File: config.mk
export PLATFORM = sky130hd
export DESIGN_NAME = dmem_arbiter
export DESIGN_NICKNAME = d
export VERILOG_FILES = /design/src/rtl/dmem_arb_pkg.sv /design/src/rtl/arb_starve_cnt.sv /design/src/rtl/dmem_arbiter.sv
export SDC_FILE = /design/constraint.sdc
export NUM_CORES = 1
export LEC_CHECK = 0
export ABC_AREA = 1
export CAP_MARGIN = 20
export CORE_AREA = 2 2 117 119
export CTS_CLUSTER_DIAMETER = 40
export DETAILED_ROUTE_END_ITERATION = 10
export DIE_AREA = 0 0 119 121
export GPL_TIMING_DRIVEN = 0
export HOLD_SLACK_MARGIN = 0.05
export PLACE_DENSITY = 0.63
export SETUP_SLACK_MARGIN = 0.1
export SYNTH_ARGS = -nofsm -noshare
export SYNTH_HDL_FRONTEND = slang
export SYNTH_SLANG_ARGS = --single-unit
File: constraint.sdc
create_clock -name clock -period 2 [get_ports clock]
set_input_delay 0.4 -clock clock [delete_from_list [all_inputs] [get_ports clock]]
set_output_delay 0.4 -clock clock [all_outputs]
set_load 0.02 [all_outputs]
File: src/rtl/dmem_arb_pkg.sv
// Shared types and defaults for the data-memory arbiter between the CPU MEM stage
// and the debug/loader port.
package dmem_arb_pkg;

   typedef enum logic {
      NORMAL,
      DBG_PRIO
   } arb_state_e;

   typedef enum logic {
      OWN_CPU,
      OWN_DBG
   } owner_e;

   localparam int unsigned STARVE_LIMIT_DEF = 4;

endpackage

File: src/rtl/arb_starve_cnt.sv
// Saturating count of consecutive cycles in which the debug port was denied.
// sat_next flags that the count reaches LIMIT at the coming clock edge.
module arb_starve_cnt
   import dmem_arb_pkg::*;
#(
   parameter int unsigned LIMIT = STARVE_LIMIT_DEF,
   parameter int unsigned CNT_W = $clog2(LIMIT + 1)
) (
   input  logic clock,
   input  logic reset_n,
   input  logic denied,
   output logic sat_next
);

   logic [CNT_W-1:0] cnt;
   logic [CNT_W-1:0] cnt_next;

   // Any cycle without a denied dbg request (idle or granted) restarts the count.
   always_comb begin
      cnt_next = '0;
      if (denied) begin
         cnt_next = (cnt == CNT_W'(LIMIT)) ? cnt : cnt + CNT_W'(1);
      end
   end

   assign sat_next = (cnt_next == CNT_W'(LIMIT));

   always_ff @(posedge clock or negedge reset_n) begin
      if (!reset_n) begin
         cnt <= '0;
      end else begin
         cnt <= cnt_next;
      end
   end

endmodule

File: src/rtl/dmem_arbiter.sv
// Two-port data-memory arbiter: CPU has priority unless the debug port has starved,
// then debug wins (optionally locked across back-to-back accesses).
module dmem_arbiter
   import dmem_arb_pkg::*;
#(
   parameter int unsigned STARVE_LIMIT = STARVE_LIMIT_DEF,
   parameter int unsigned ADDR_W       = 32
) (
   input  logic              clock,
   input  logic              reset_n,
   input  logic              cpu_req,
   input  logic              cpu_we,
   input  logic [ADDR_W-1:0] cpu_addr,
   input  logic [31:0]       cpu_wdata,
   output logic              cpu_gnt,
   output logic              cpu_stall,
   output logic              cpu_rvalid,
   output logic [31:0]       cpu_rdata,
   input  logic              dbg_req,
   input  logic              dbg_we,
   input  logic [ADDR_W-1:0] dbg_addr,
   input  logic [31:0]       dbg_wdata,
   input  logic              dbg_lock,
   output logic              dbg_gnt,
   output logic              dbg_rvalid,
   output logic [31:0]       dbg_rdata,
   output logic              mem_en,
   output logic              mem_we,
   output logic [ADDR_W-3:0] mem_addr,
   output logic [31:0]       mem_wdata,
   input  logic [31:0]       mem_rdata,
   output logic              align_err
);

   arb_state_e        state;
   owner_e            owner;
   owner_e            rd_owner;
   logic              cpu_win;
   logic              dbg_win;
   logic              any_gnt;
   logic              sel_we;
   logic [ADDR_W-1:0] sel_addr;
   logic [31:0]       sel_wdata;
   logic              aligned;
   logic              rd_pend;
   logic              err_q;
   logic              starve_sat;

   always_comb begin
      cpu_win = cpu_req && !((state == DBG_PRIO) && dbg_req);
      dbg_win = dbg_req && !cpu_win;
      any_gnt = cpu_win || dbg_win;
      owner   = dbg_win ? OWN_DBG : OWN_CPU;
   end

   assign cpu_gnt   = cpu_win;
   assign dbg_gnt   = dbg_win;
   assign cpu_stall = cpu_req && !cpu_win;

   always_comb begin
      sel_addr  = (owner == OWN_DBG) ? dbg_addr  : cpu_addr;
      sel_we    = (owner == OWN_DBG) ? dbg_we    : cpu_we;
      sel_wdata = (owner == OWN_DBG) ? dbg_wdata : cpu_wdata;
      aligned   = (sel_addr[1:0] == 2'b00);
      mem_en    = any_gnt && aligned;
      mem_we    = mem_en && sel_we;
      mem_addr  = mem_en ? sel_addr[ADDR_W-1:2] : '0;
      mem_wdata = mem_en ? sel_wdata : '0;
   end

   arb_starve_cnt #(
      .LIMIT(STARVE_LIMIT)
   ) u_starve (
      .clock   (clock),
      .reset_n (reset_n),
      .denied  (dbg_req && !dbg_win),
      .sat_next(starve_sat)
   );

   always_ff @(posedge clock or negedge reset_n) begin
      if (!reset_n) begin
         state    <= NORMAL;
         rd_pend  <= 1'b0;
         rd_owner <= OWN_CPU;
         err_q    <= 1'b0;
      end else begin
         unique case (state)
            NORMAL:   if (dbg_req && starve_sat) state <= DBG_PRIO;
            // A requesting dbg always wins here, so an unlocked request means one grant done.
            DBG_PRIO: if (!dbg_req || !dbg_lock) state <= NORMAL;
         endcase
         rd_pend  <= mem_en && !sel_we;
         rd_owner <= owner;
         err_q    <= any_gnt && !aligned;
      end
   end

   assign cpu_rvalid = rd_pend && (rd_owner == OWN_CPU);
   assign dbg_rvalid = rd_pend && (rd_owner == OWN_DBG);
   assign cpu_rdata  = cpu_rvalid ? mem_rdata : '0;
   assign dbg_rdata  = dbg_rvalid ? mem_rdata : '0;
   assign align_err  = err_q;

endmodule

==> results of run 1 <==
==> kinds of logic after synthesis <==
family | Yosys count | synth area share (%)
AO/OA/AOI/OAI | 6 | 1.51
adder cells (fa/ha/maj) | 2 | 1.12
buffers and inverters | 145 | 28.3
flip-flops | 7 | 7.85
AND/OR/NAND/NOR | 340 | 61.2
==> flip-flops by register name (all words and copies together), names as in the netlist <==
register      flops
rd_pend           1
rd_owner          1
align_err         1
state             1
u_starve.cnt      3
==> layer usage <==
metal | part of all wire (%) | vias up | track usage, %
li1 | - | 2102 | -
met1 | 38 | 1806 | 20.1
met2 | 53 | 177 | 35.0
met3 | 7.8 | 11 | 3.81
met4 | 1.6 | 0 | 3.94
met5 | 0 | - | 0
==> placed cells by master, fill, tap and decap left out <==
cell type	instances
dlygate4sd2_1	37
nand4_1	1
nand2_1	95
nor2_4	22
a31oi_1	1
buf_6	48
nand2_4	4
clkdlybuf4s15_2	9
ha_1	2
clkbuf_8	1
clkbuf_16	6
clkdlybuf4s15_1	1
o21ai_0	1
buf_2	33
o21ai_2	1
nand2_2	39
clkdlybuf4s50_1	162
o21ai_4	1
clkbuf_2	2
inv_2	14
clkinv_2	1
nor2_1	93
buf_16	5
nand3_2	1
a21oi_1	1
buf_12	10
clkbuf_4	2
buf_4	42
or2_4	1
a21boi_0	1
inv_1	97
buf_8	8
nand3_4	1
dfrtp_1	7
nor2_2	17
nand3_1	66
==> where the power goes <==
part	leakage [nW]	total (mW)	internal [mW]	switching, mW
combinational	3.36	1.40	0.749	0.646
clock	0.0409	0.336	0.262	0.0735
sequential	0.0928	0.153	0.149	0.00380
==> through the flow <==
stage	setup TNS, ns	worst slack (ns)	total power, mW
2_1_floorplan	0	0.189	0.635
3_3_place_gp	-65.79	-1.00	1.28
3_5_place_dp	-65.98	-1.02	1.28
4_1_cts	-7.44	-0.181	1.84
5_1_grt	-16.04	-0.315	2.01
6_report	-11.37	-0.232	1.88
==> cell type report <==
cell class / instances / area [um^2]
well taps: 176 / 220
flip-flops and latches: 7 / 175
clock inverters: 1 / 5.00
fillers: 1387 / 6750
plain buffers: 34 / 397
inverters: 111 / 417
repair buffers: 329 / 3250
clock buffers: 3 / 75.1
multi-input cells: 348 / 1800
==> synthesized netlist by cell type <==
master / instances
nand4_1: 1
o21ai_0: 2
nand3_1: 68
a21boi_0: 1
or2_2: 1
a21oi_1: 1
inv_1: 110
ha_1: 2
inv_2: 1
a31oi_1: 1
nand2_1: 138
o21ai_1: 1
buf_1: 1
dfrtp_1: 7
clkbuf_1: 6
nor2_1: 132
buf_2: 13
buf_4: 9
buf_6: 5
==> repair_timing <==
action,4_1_cts,5_1_grt
pin swaps,8,20
resized for setup,629,102
buffers inserted,18,3
endpoints found under the setup margin,133,122
gates cloned,7,3
endpoints found under the hold margin,0,0
==> worst max-delay path by stage <==
stage	slack [ns]	to	depth (start not counted)	startpoint
after detailed placement	-1.02	mem_wdata[19]	8	dbg_req
after floorplan	0.19	mem_wdata[22]	6	cpu_addr[0]
final	-0.23	mem_addr[17]	10	state
after CTS	-0.18	mem_wdata[0]	10	state
after global routing	-0.31	mem_wdata[13]	10	state
after global placement	-1.00	mem_wdata[16]	8	dbg_req
==> summary.md, run 1 <==
| Metric | Value |
|---|---|
| Status | complete, but fails checks |
| Failing checks | negative setup slack |
| Rows | 42 |
| Crit-path max cell delay | about 0.4 ns |
| Total Wirelength | ~14000 um |
| Relative slew margins | about 77% |
| Avg Cell Area, Syn | around 4.5 um^2 |
| Die Wd | 119 um |
| Die area | approximately 14000 um^2 |
| Total CTS buffers | 3 |
| Tightest hold margin | 0.432 ns |
| Vias in the first global route | 3978 |
| Critical path class | flip-flop to primary output |
| Reg clk slew, reported paths | 0.04 ns |
| Cell mode on critical path | buf_6 |
| Sink Count | 7 |
| First-pass GRT wire length | ~21000 um |
| # diodes | 0 |
| PwrDens | ~300 nW/um^2 |
| Area grow syn2layout | 184% |
| Die height | roughly 120 um |
| Reg-to-Reg Start | state |
| Max stage delay cell, worst path | dfrtp_1 |
| Critical Path Fanout Max | 6 |
| Final Cycle Share | 112% |
| Critical Path AT | roughly 1.8 ns |
| Vias per std cell | 4.06 |
| DRC violations left | 0 |
| Synth Instances | 500 |
| Initial antenna violation count | 0 |
| Vias | 4096 |
| Critical Path Sink Type | primary output |
| Area share of the largest cell type after synthesis | a little under a quarter |
| CP Buf/Inv Count | 6 |
| Final Max Tran Viols | 0 |
| Syn Std Cell Area | around 2200 um^2 |
| Synth unique cells | 19 |
| Largest cells by area after synthesis | nand2_1 23%, nor2_1 22%, inv_1 18%, nand3_1 15%, dfrtp_1 7.8% |
| Final instance area | between 6000 and 7000 um^2 |
| Grt total ovfl | 0 |
| Final setup margin | -0.232 ns |
| Cell accounting for the most synthesized area | nand2_1 |
| Routed Antenna Nets | 0 |
| Finished Layout Cells | between 1k and 1.5k |
| Required time worst endpoint | 1.60 ns |
| DR iter-0 viols | 148 |
| DRT Pass-1 Iters | 4 |
| Hold Buf Count CTS | 0 |
| Synth warn | 0 |
| Routed length per instance | between 10 and 15 um |
| Hpwl dp | roughly 11000 um |
| Pleak | 3.50 nW |
| Placer's final routability congestion estimate | 0.839 |
| Num ports | 301 |
| Reg2reg end | rd_pend |
| Layout Nets | 1003 |
| Setup violations, final | 64 |
| I/O Buffers | 300 |
| Fin Clk Skew | 0.00251 ns |
| Placement Cell Area | 5460 um^2 |
| Clock buffer depth | 2 |
| Layout Utilization | 48.4% |
| Cell family with most CP delay | buffers and inverters |
| Min Clock Period, post-route | 2.23 ns |
| Clock Root Buffer | clkbuf_16 |
| RSZ-0062 raised after global routing | true |
| Worst slew pin tran | roughly 0.34 ns |
| Max-cap violation count | 0 |
| CTS tree | done |
| Share of layout cells above drive strength 1 | around 32% |
| Total Routing Usage GR | between 10% and 20% |
| Starting Density | 17.1% |
| Worst Reg-to-Reg Cells | 9 |
| Yosys reg bits | 7 |
| Max Fclk | 448 MHz |
| Startpoint types | flip-flop |
| CP Cell Sequence | buf_6 -> o21ai_4 -> buf_6 -> nand2_4 -> nand3_4 -> buf_12 -> buf_6 -> buf_12 -> nor2_2 -> buf_6 |
| Sequential share of the synthesized area | under 10% |
| Core area | 13100 um^2 |
| VDD IR max | 0.180 mV |
| Clk_lat worst skew | 0.23 ns |
| Setup slack, reg-to-reg | 0.43 ns |
| Min-Delay Path Class | input pin to asynchronous set/reset pin |
| Placed Cells | 976 |
| Largest net degree at the start of global routing | 11 |
| Hold Vio Cnt, Final | 0 |
| H-tree depth | 1 |
| Syn Nets | 669 |
(Power assumes the default switching activity.)
==> run 2, diff against run 1 <==
Settings changed: SETUP_SLACK_MARGIN 0.1 to default.
==> summary.md, run 2 (synthesis results as in run 1) <==
| Metric | Value |
|---|---|
| # diodes | 0 (unchanged) |
| Min-Delay Path Class | input pin to asynchronous set/reset pin |
| Layout Nets | 1007 (+0.40%) |
| Reg-to-Reg Start | state |
| Total CTS buffers | 3 (unchanged) |
| Final instance area | 6750 um^2 (+6.6%) |
| Initial antenna violation count | 0 (unchanged) |
| Fin Clk Skew | 0.00361 ns (+0.00109 ns) |
| Finished Layout Cells | 1013 (+0.40%) |
| Core area | 13100 um^2 (unchanged) |
| Placed Cells | 976 (unchanged) |
| Failing checks | negative setup slack |
| Post-Place Worst Slack | -1.02 ns (unchanged) |
| Final Cycle Share | 112% (+0.57 points) |
| Relative slew margins | 78.3% (+0.93 points) |
| Worst Reg-to-Reg Cells | 10 (+1) |
| Starting Density | 17.1% (unchanged) |
| Vias in the first global route | 4223 (+6.2%) |
| Status | complete, but fails checks |
| PwrDens | 301 nW/um^2 (+1.3%) |
| Critical Path Fanout Max | 5 (-1) |
| Num ports | 301 (unchanged) |
| Clk_lat worst skew | 0.23 ns (about the same) |
| Crit-path max cell delay | 0.40 ns (about the same) |
| Placer's final routability congestion estimate | 0.839 (unchanged) |
| Setup tns final | -12.19 ns (-0.815 ns) |
| Min Clock Period, post-route | 2.24 ns (+0.0113 ns) |
| VDD IR max | 0.162 mV (-10%) |
| CTS tree | done |
| Max Fclk | 446 MHz (-0.50%) |
| Commonest cells after routing, fill and taps aside | 163 x clkdlybuf4s50_1, 79 x inv_1, 76 x nand2_1, 72 x buf_6, 72 x nor2_1 |
| Die Wd | 119 um (unchanged) |
| Routed length per instance | 14.3 um (+2.3%) |
| Share of layout cells above drive strength 1 | 38.9% (+6.8 points) |
| Hpwl dp | 10600 um (unchanged) |
| Reg2reg end | rd_pend |
| Largest net degree at the start of global routing | 11 (unchanged) |
| Clock Root Buffer | clkbuf_16 |
| Max-cap violation count | 0 (unchanged) |
| Final Max Tran Viols | 0 (unchanged) |
| Max stage delay cell, worst path | dfrtp_1 |
| Cell family with most CP delay | buffers and inverters |
| Max reg flops | 3 (unchanged) |
| Register area | 175 um^2 (unchanged) |
| Critical Path Sink Type | primary output |
| Top reg by flops | u_starve.cnt |
| Setup violations, final | 64 (unchanged) |
| Total Wirelength | 14500 um (+2.7%) |
| DR iter-0 viols | 127 (-14%) |
| Reg clk slew, reported paths | 0.04 ns (about the same) |
| Rows | 42 (unchanged) |
| CP Buf/Inv Count | 6 (unchanged) |
| Sink Count | 7 (unchanged) |
| CP Cell Sequence | buf_6 -> o21ai_4 -> nand2_4 -> nand3_4 -> buf_12 -> buf_8 -> buf_8 -> buf_4 -> nor2_4 -> buf_6 |
| Die area | 14400 um^2 (unchanged) |
| Setup slack, reg-to-reg | 0.29 ns (-0.14 ns) |
| Vias per std cell | 4.10 (+0.97%) |
| Critical Path AT | 1.84 ns (about the same) |
| Area grow syn2layout | 203% |
| Critical path class | flip-flop to primary output |
| Die height | 121 um (unchanged) |
| Final setup margin | -0.244 ns (-0.0113 ns) |
| Startpoint types | flip-flop |
| Multi-input logic area | 2060 um^2 (+15%) |
| Routed Antenna Nets | 0 (unchanged) |
| Most common cell after layout, fill and taps aside | clkdlybuf4s50_1 |
| DRT Pass-1 Iters | 4 (unchanged) |
| Hold Buf Count CTS | 0 (unchanged) |
| I/O Buffers | 300 (unchanged) |
| H-tree depth | 1 (unchanged) |
| Layout fillers | 1297 (-6.5%) |
| DRC violations left | 0 (unchanged) |
| First-pass GRT wire length | 22100 um (+5.7%) |
| Worst slew pin tran | 0.325 ns (-0.0150 ns) |
| Required time worst endpoint | 1.60 ns (about the same) |
| Hold Vio Cnt, Final | 0 (unchanged) |
| Tightest hold margin | 0.433 ns (+0.000344 ns) |
| Total Routing Usage GR | 19.2% (+1.1 points) |
| Grt total ovfl | 0 (unchanged) |
| Clock buffer depth | 2 (unchanged) |
| RSZ-0062 raised after global routing | true |
| Vias | 4152 (+1.4%) |
| Placement Cell Area | 5460 um^2 (unchanged) |
| Pleak | 3.55 nW (+1.6%) |
[run 2: cell count changes in the layout (fill, tap and decap cells not counted), sizes merged]
cell and delta:
clkbuf +26, dlygate4sd2 +3, clkdlybuf4s15 -6, buf -20, clkdlybuf4s50 +1
[run 2: final cells by class]
cell class                      instances  share of cell area (%)
Multi-Input combinational cell        348                    30.5
Clock buffer                            3                    1.11
Clock inverter                          1                  0.0741
Timing Repair Buffer                  335                    50.8
Sequential cell                         7                    2.59
Tap cell                              176                    3.26
Inverter                              111                    6.21
Buffer                                 32                    5.43
[run 2: routing by layer]
metal / track usage (%) / vias up / part of all wire (%)
li1: - / 2113 / -
met1: 21.4 / 1826 / 37
met2: 37.4 / 197 / 53
met3: 3.81 / 16 / 7.9
met4: 4.02 / 0 / 1.8
met5: 0 / - / 0
[run 2: what timing repair did]
action | CTS | global route
endpoints found under the hold margin | 0 | 0
gates cloned | 14 | 0
endpoints found under the setup margin | 132 | 95
gates resized for setup | 687 | 133
buffers inserted | 25 | 5
pin swaps | 23 | 48
[run 2: metrics by stage]
stage / power, mW / util [%]
floorplan: 0.635 / -
global placement: 1.28 / 41.7
detailed placement: 1.28 / 41.7
CTS: 2.05 / 52.5
global route: 2.16 / 51.6
finish: 2.03 / 51.6
[run 2: worst max path at each step]
| stage | from | endpoint | slack, ns | cells past startpoint |
|---|---|---|---|---|
| 4_1_cts | state | mem_wdata[0] | -0.26 | 11 |
| 2_1_floorplan | cpu_addr[0] | mem_wdata[22] | 0.19 | 6 |
| 3_5_place_dp | dbg_req | mem_wdata[19] | -1.02 | 8 |
| 3_3_place_gp | dbg_req | mem_wdata[16] | -1.00 | 8 |
| 6_report | state | mem_addr[9] | -0.24 | 10 |
| 5_1_grt | state | mem_wdata[2] | -0.31 | 10 |
[run 2: power by group]
group          leakage, nW  internal [mW]  switching [mW]
clock network       0.0409          0.262          0.0757
registers           0.0928          0.149         0.00302
logic                 3.42          0.819           0.725
[run 2: worst reg2reg max path, stage by stage, from the launching register on]
cell and delay, ns:
dfrtp_1 0.40, buf_6 0.14, o21ai_4 0.25, nand2_4 0.10
nand3_4 0.11, buf_12 0.11, buf_12 0.15, buf_6 0.12
buf_4 0.09, buf_4 0.09, nor2_1 0.03
==> run 3, diff against run 2 <==
Settings changed: CORE_AREA 2 2 117 119 to 2 2 118 120, DIE_AREA 0 0 119 121 to 0 0 120 122, DONT_BUFFER_PORTS from default to 1, PLACE_DENSITY 0.63 to 0.33.
==> summary.md, run 3 (synthesis results as in run 1) <==
| Metric | Value |
|---|---|
| Status | complete, but fails checks |
| Failing checks | negative setup slack |
| Max stage delay cell, worst path | dfrtp_1 |
| Finished Layout Cells | 703 (-31%) |
| Crit-path max cell delay | 0.42 ns (+0.02 ns) |
| Min Clock Period, post-route | 2.06 ns (-0.179 ns) |
| Die height | 122 um (+0.83%) |
| Top reg by flops | u_starve.cnt |
| CTS tree | done |
| Area grow syn2layout | 60.2% |
| Setup violations, final | 50 (-22%) |
| Final setup margin | -0.0645 ns (+0.179 ns) |
| Vias per std cell | 4.41 (+7.7%) |
| Pleak | 1.90 nW (-46%) |
| Tightest hold margin | 0.319 ns (-0.114 ns) |
| Cell family with most CP delay | simple AND/OR/NAND/NOR gates |
| Core area | 13500 um^2 (+3.2%) |
| Relative slew margins | 44.8% (-33 points) |
| First-pass GRT wire length | 13900 um (-37%) |
| DRC violations left | 0 (unchanged) |
| DR iter-0 viols | 98 (-23%) |
| Max Fclk | 484 MHz (+8.7%) |
| Critical Path Fanout Max | 8 (+3) |
| Layout Nets | 693 (-31%) |
| # diodes | 0 (unchanged) |
| CP Buf/Inv Count | 3 (-3) |
| Total Wirelength | 10300 um (-28%) |
| Share of layout cells above drive strength 1 | 30.6% (-8.4 points) |
| Most common cell after layout, fill and taps aside | nand2_1 |
| Final Cycle Share | 103% (-9.0 points) |
| Required time worst endpoint | 1.60 ns (about the same) |
| Vias in the first global route | 2743 (-35%) |
| Grt total ovfl | 0 (unchanged) |
| Critical Path AT | 1.66 ns (-0.18 ns) |
| Layout fillers | 1520 (+17%) |
| VDD IR max | 0.187 mV (+16%) |
| Total CTS buffers | 3 (unchanged) |
| Total Routing Usage GR | 12.0% (-7.2 points) |
| CP Cell Sequence | nand2_2 -> nand2_4 -> buf_6 -> nand2_4 -> nand3_4 -> buf_12 -> buf_16 -> nor2_4 |
| Critical Path Sink Type | primary output |
| Hpwl dp | 7840 um (-26%) |
| Reg clk slew, reported paths | 0.04 ns (about the same) |
| PwrDens | 383 nW/um^2 (+27%) |
| Die area | 14600 um^2 (+1.7%) |
| Num ports | 301 (unchanged) |
| Worst slew pin tran | 0.828 ns (+0.503 ns) |
| RSZ-0062 raised after global routing | true |
| Min-Delay Path Class | input pin to flip-flop |
| Clock buffer depth | 2 (unchanged) |
| Clk_lat worst skew | 0.23 ns (about the same) |
| Hold Vio Cnt, Final | 0 (unchanged) |
| Placer's final routability congestion estimate | 0.774 (-7.7%) |
| DRT Pass-1 Iters | 5 (+1) |
| Max reg flops | 3 (unchanged) |
| H-tree depth | 1 (unchanged) |
| PnR Total Power | 1.37 mW (-33%) |
| Cell mode on critical path | nand2_4 |
| Largest net degree at the start of global routing | 11 (unchanged) |
| Fin Clk Skew | 0.000129 ns (-0.00348 ns) |
| Final Max Tran Viols | 0 (unchanged) |
| Placed Cells | 680 (-30%) |
| Startpoint types | flip-flop |
| Sink Count | 7 (unchanged) |
| Rows | 43 (+2.4%) |
| Initial antenna violation count | 0 (unchanged) |
| Commonest cells after routing, fill and taps aside | 135 x nand2_1, 106 x inv_1, 72 x nor2_4, 64 x nand3_1, 37 x nor2_1 |
| Routed length per instance | 14.7 um (+3.0%) |
| Die Wd | 120 um (+0.84%) |
| Max-cap violation count | 0 (unchanged) |
| Starting Density | 16.5% (-0.53 points) |
| Critical path class | flip-flop to primary output |
| I/O Buffers | 0 (-100%) |
| Routed Antenna Nets | 0 (unchanged) |
| Clock Root Buffer | clkbuf_16 |
| Vias | 3102 (-25%) |
## run 3: changes by cell type in the layout (fill, tap and decap cells not counted), moves of 7 or more
cell	change
nand2_1	+59
clkdlybuf4s50_1	-163
nand2_4	-7
nor2_2	+12
buf_12	-11
dlygate4sd2_1	-40
clkbuf_2	-31
buf_6	-70
nand2_2	-52
inv_2	-26
nor2_4	+23
inv_1	+27
nor2_1	-35
## run 3: final cells by class
| class | instances | area, um^2 | area share, % |
|---|---|---|---|
| Buffer | 33 | 333 | 9.31 |
| Clock buffer | 4 | 78.8 | 2.20 |
| Inverter | 111 | 417 | 11.7 |
| Multi-Input combinational cell | 348 | 2070 | 57.9 |
| Sequential cell | 7 | 175 | 4.90 |
| Tap cell | 180 | 225 | 6.30 |
| Timing Repair Buffer | 20 | 275 | 7.70 |
## run 3: worst reg2reg max path: cells and delay by family, from the launching register on
family	cells	cell delay, ns
AOI/OAI and AO/OA	2	0.74
DFF	1	0.41
buffers and inverters	2	0.19
and+or+nand+nor	2	0.17
## run 3: path summary, 6_finish.rpt
| path | startpoint | endpoint | slack, ns | depth (start not counted) |
|---|---|---|---|---|
| max | state | mem_wdata[10] | -0.06 | 8 |
| min | dbg_lock | state | 0.32 | 2 |
| max reg2reg | state | rd_pend | 0.38 | 6 |
| min reg2reg | u_starve.cnt[0] | u_starve.cnt[0] | 0.58 | 3 |
| max in group asynchronous | reset_n | align_err | 1.25 | 1 |
| min in group asynchronous | reset_n | rd_owner | 0.51 | 1 |
## run 3: what timing repair did
item                                    in CTS  in global routing
hold buffers                                 1                  0
pin swaps                                   11                 26
endpoints found under the hold margin        7                  0
setup buffers                                8                  4
gates resized for setup                    175                 51
cloned                                       3                  4
endpoints found under the setup margin      94                 91
## run 3: through the flow
| stage | setup slack, ns | area, um^2 | utilization [%] | setup TNS, ns |
|---|---|---|---|---|
| floorplan | 0.189 | 2230 | - | 0 |
| global placement | -0.169 | 2460 | 18.2 | -7.33 |
| detailed placement | -0.186 | 2460 | 18.2 | -7.14 |
| CTS | -0.0734 | 3290 | 24.4 | -3.33 |
| global route | -0.117 | 3580 | 26.5 | -4.90 |
| finish | -0.0645 | 3580 | 26.5 | -2.02 |
## run 3: layer usage
layer	GRT usage, %	routed length (um)	vias to the layer above
met4	2.06	89	0
met5	0	0	-
met3	1.54	688	8
met2	24.8	5840	181
met1	12.8	3720	1424
li1	-	-	1489
## run 3: where the power goes
part / internal (mW) / switching (mW)
Sequential: 0.149 / 0.00682
Clock: 0.265 / 0.0747
Combinational: 0.288 / 0.588
Total: 0.702 / 0.669
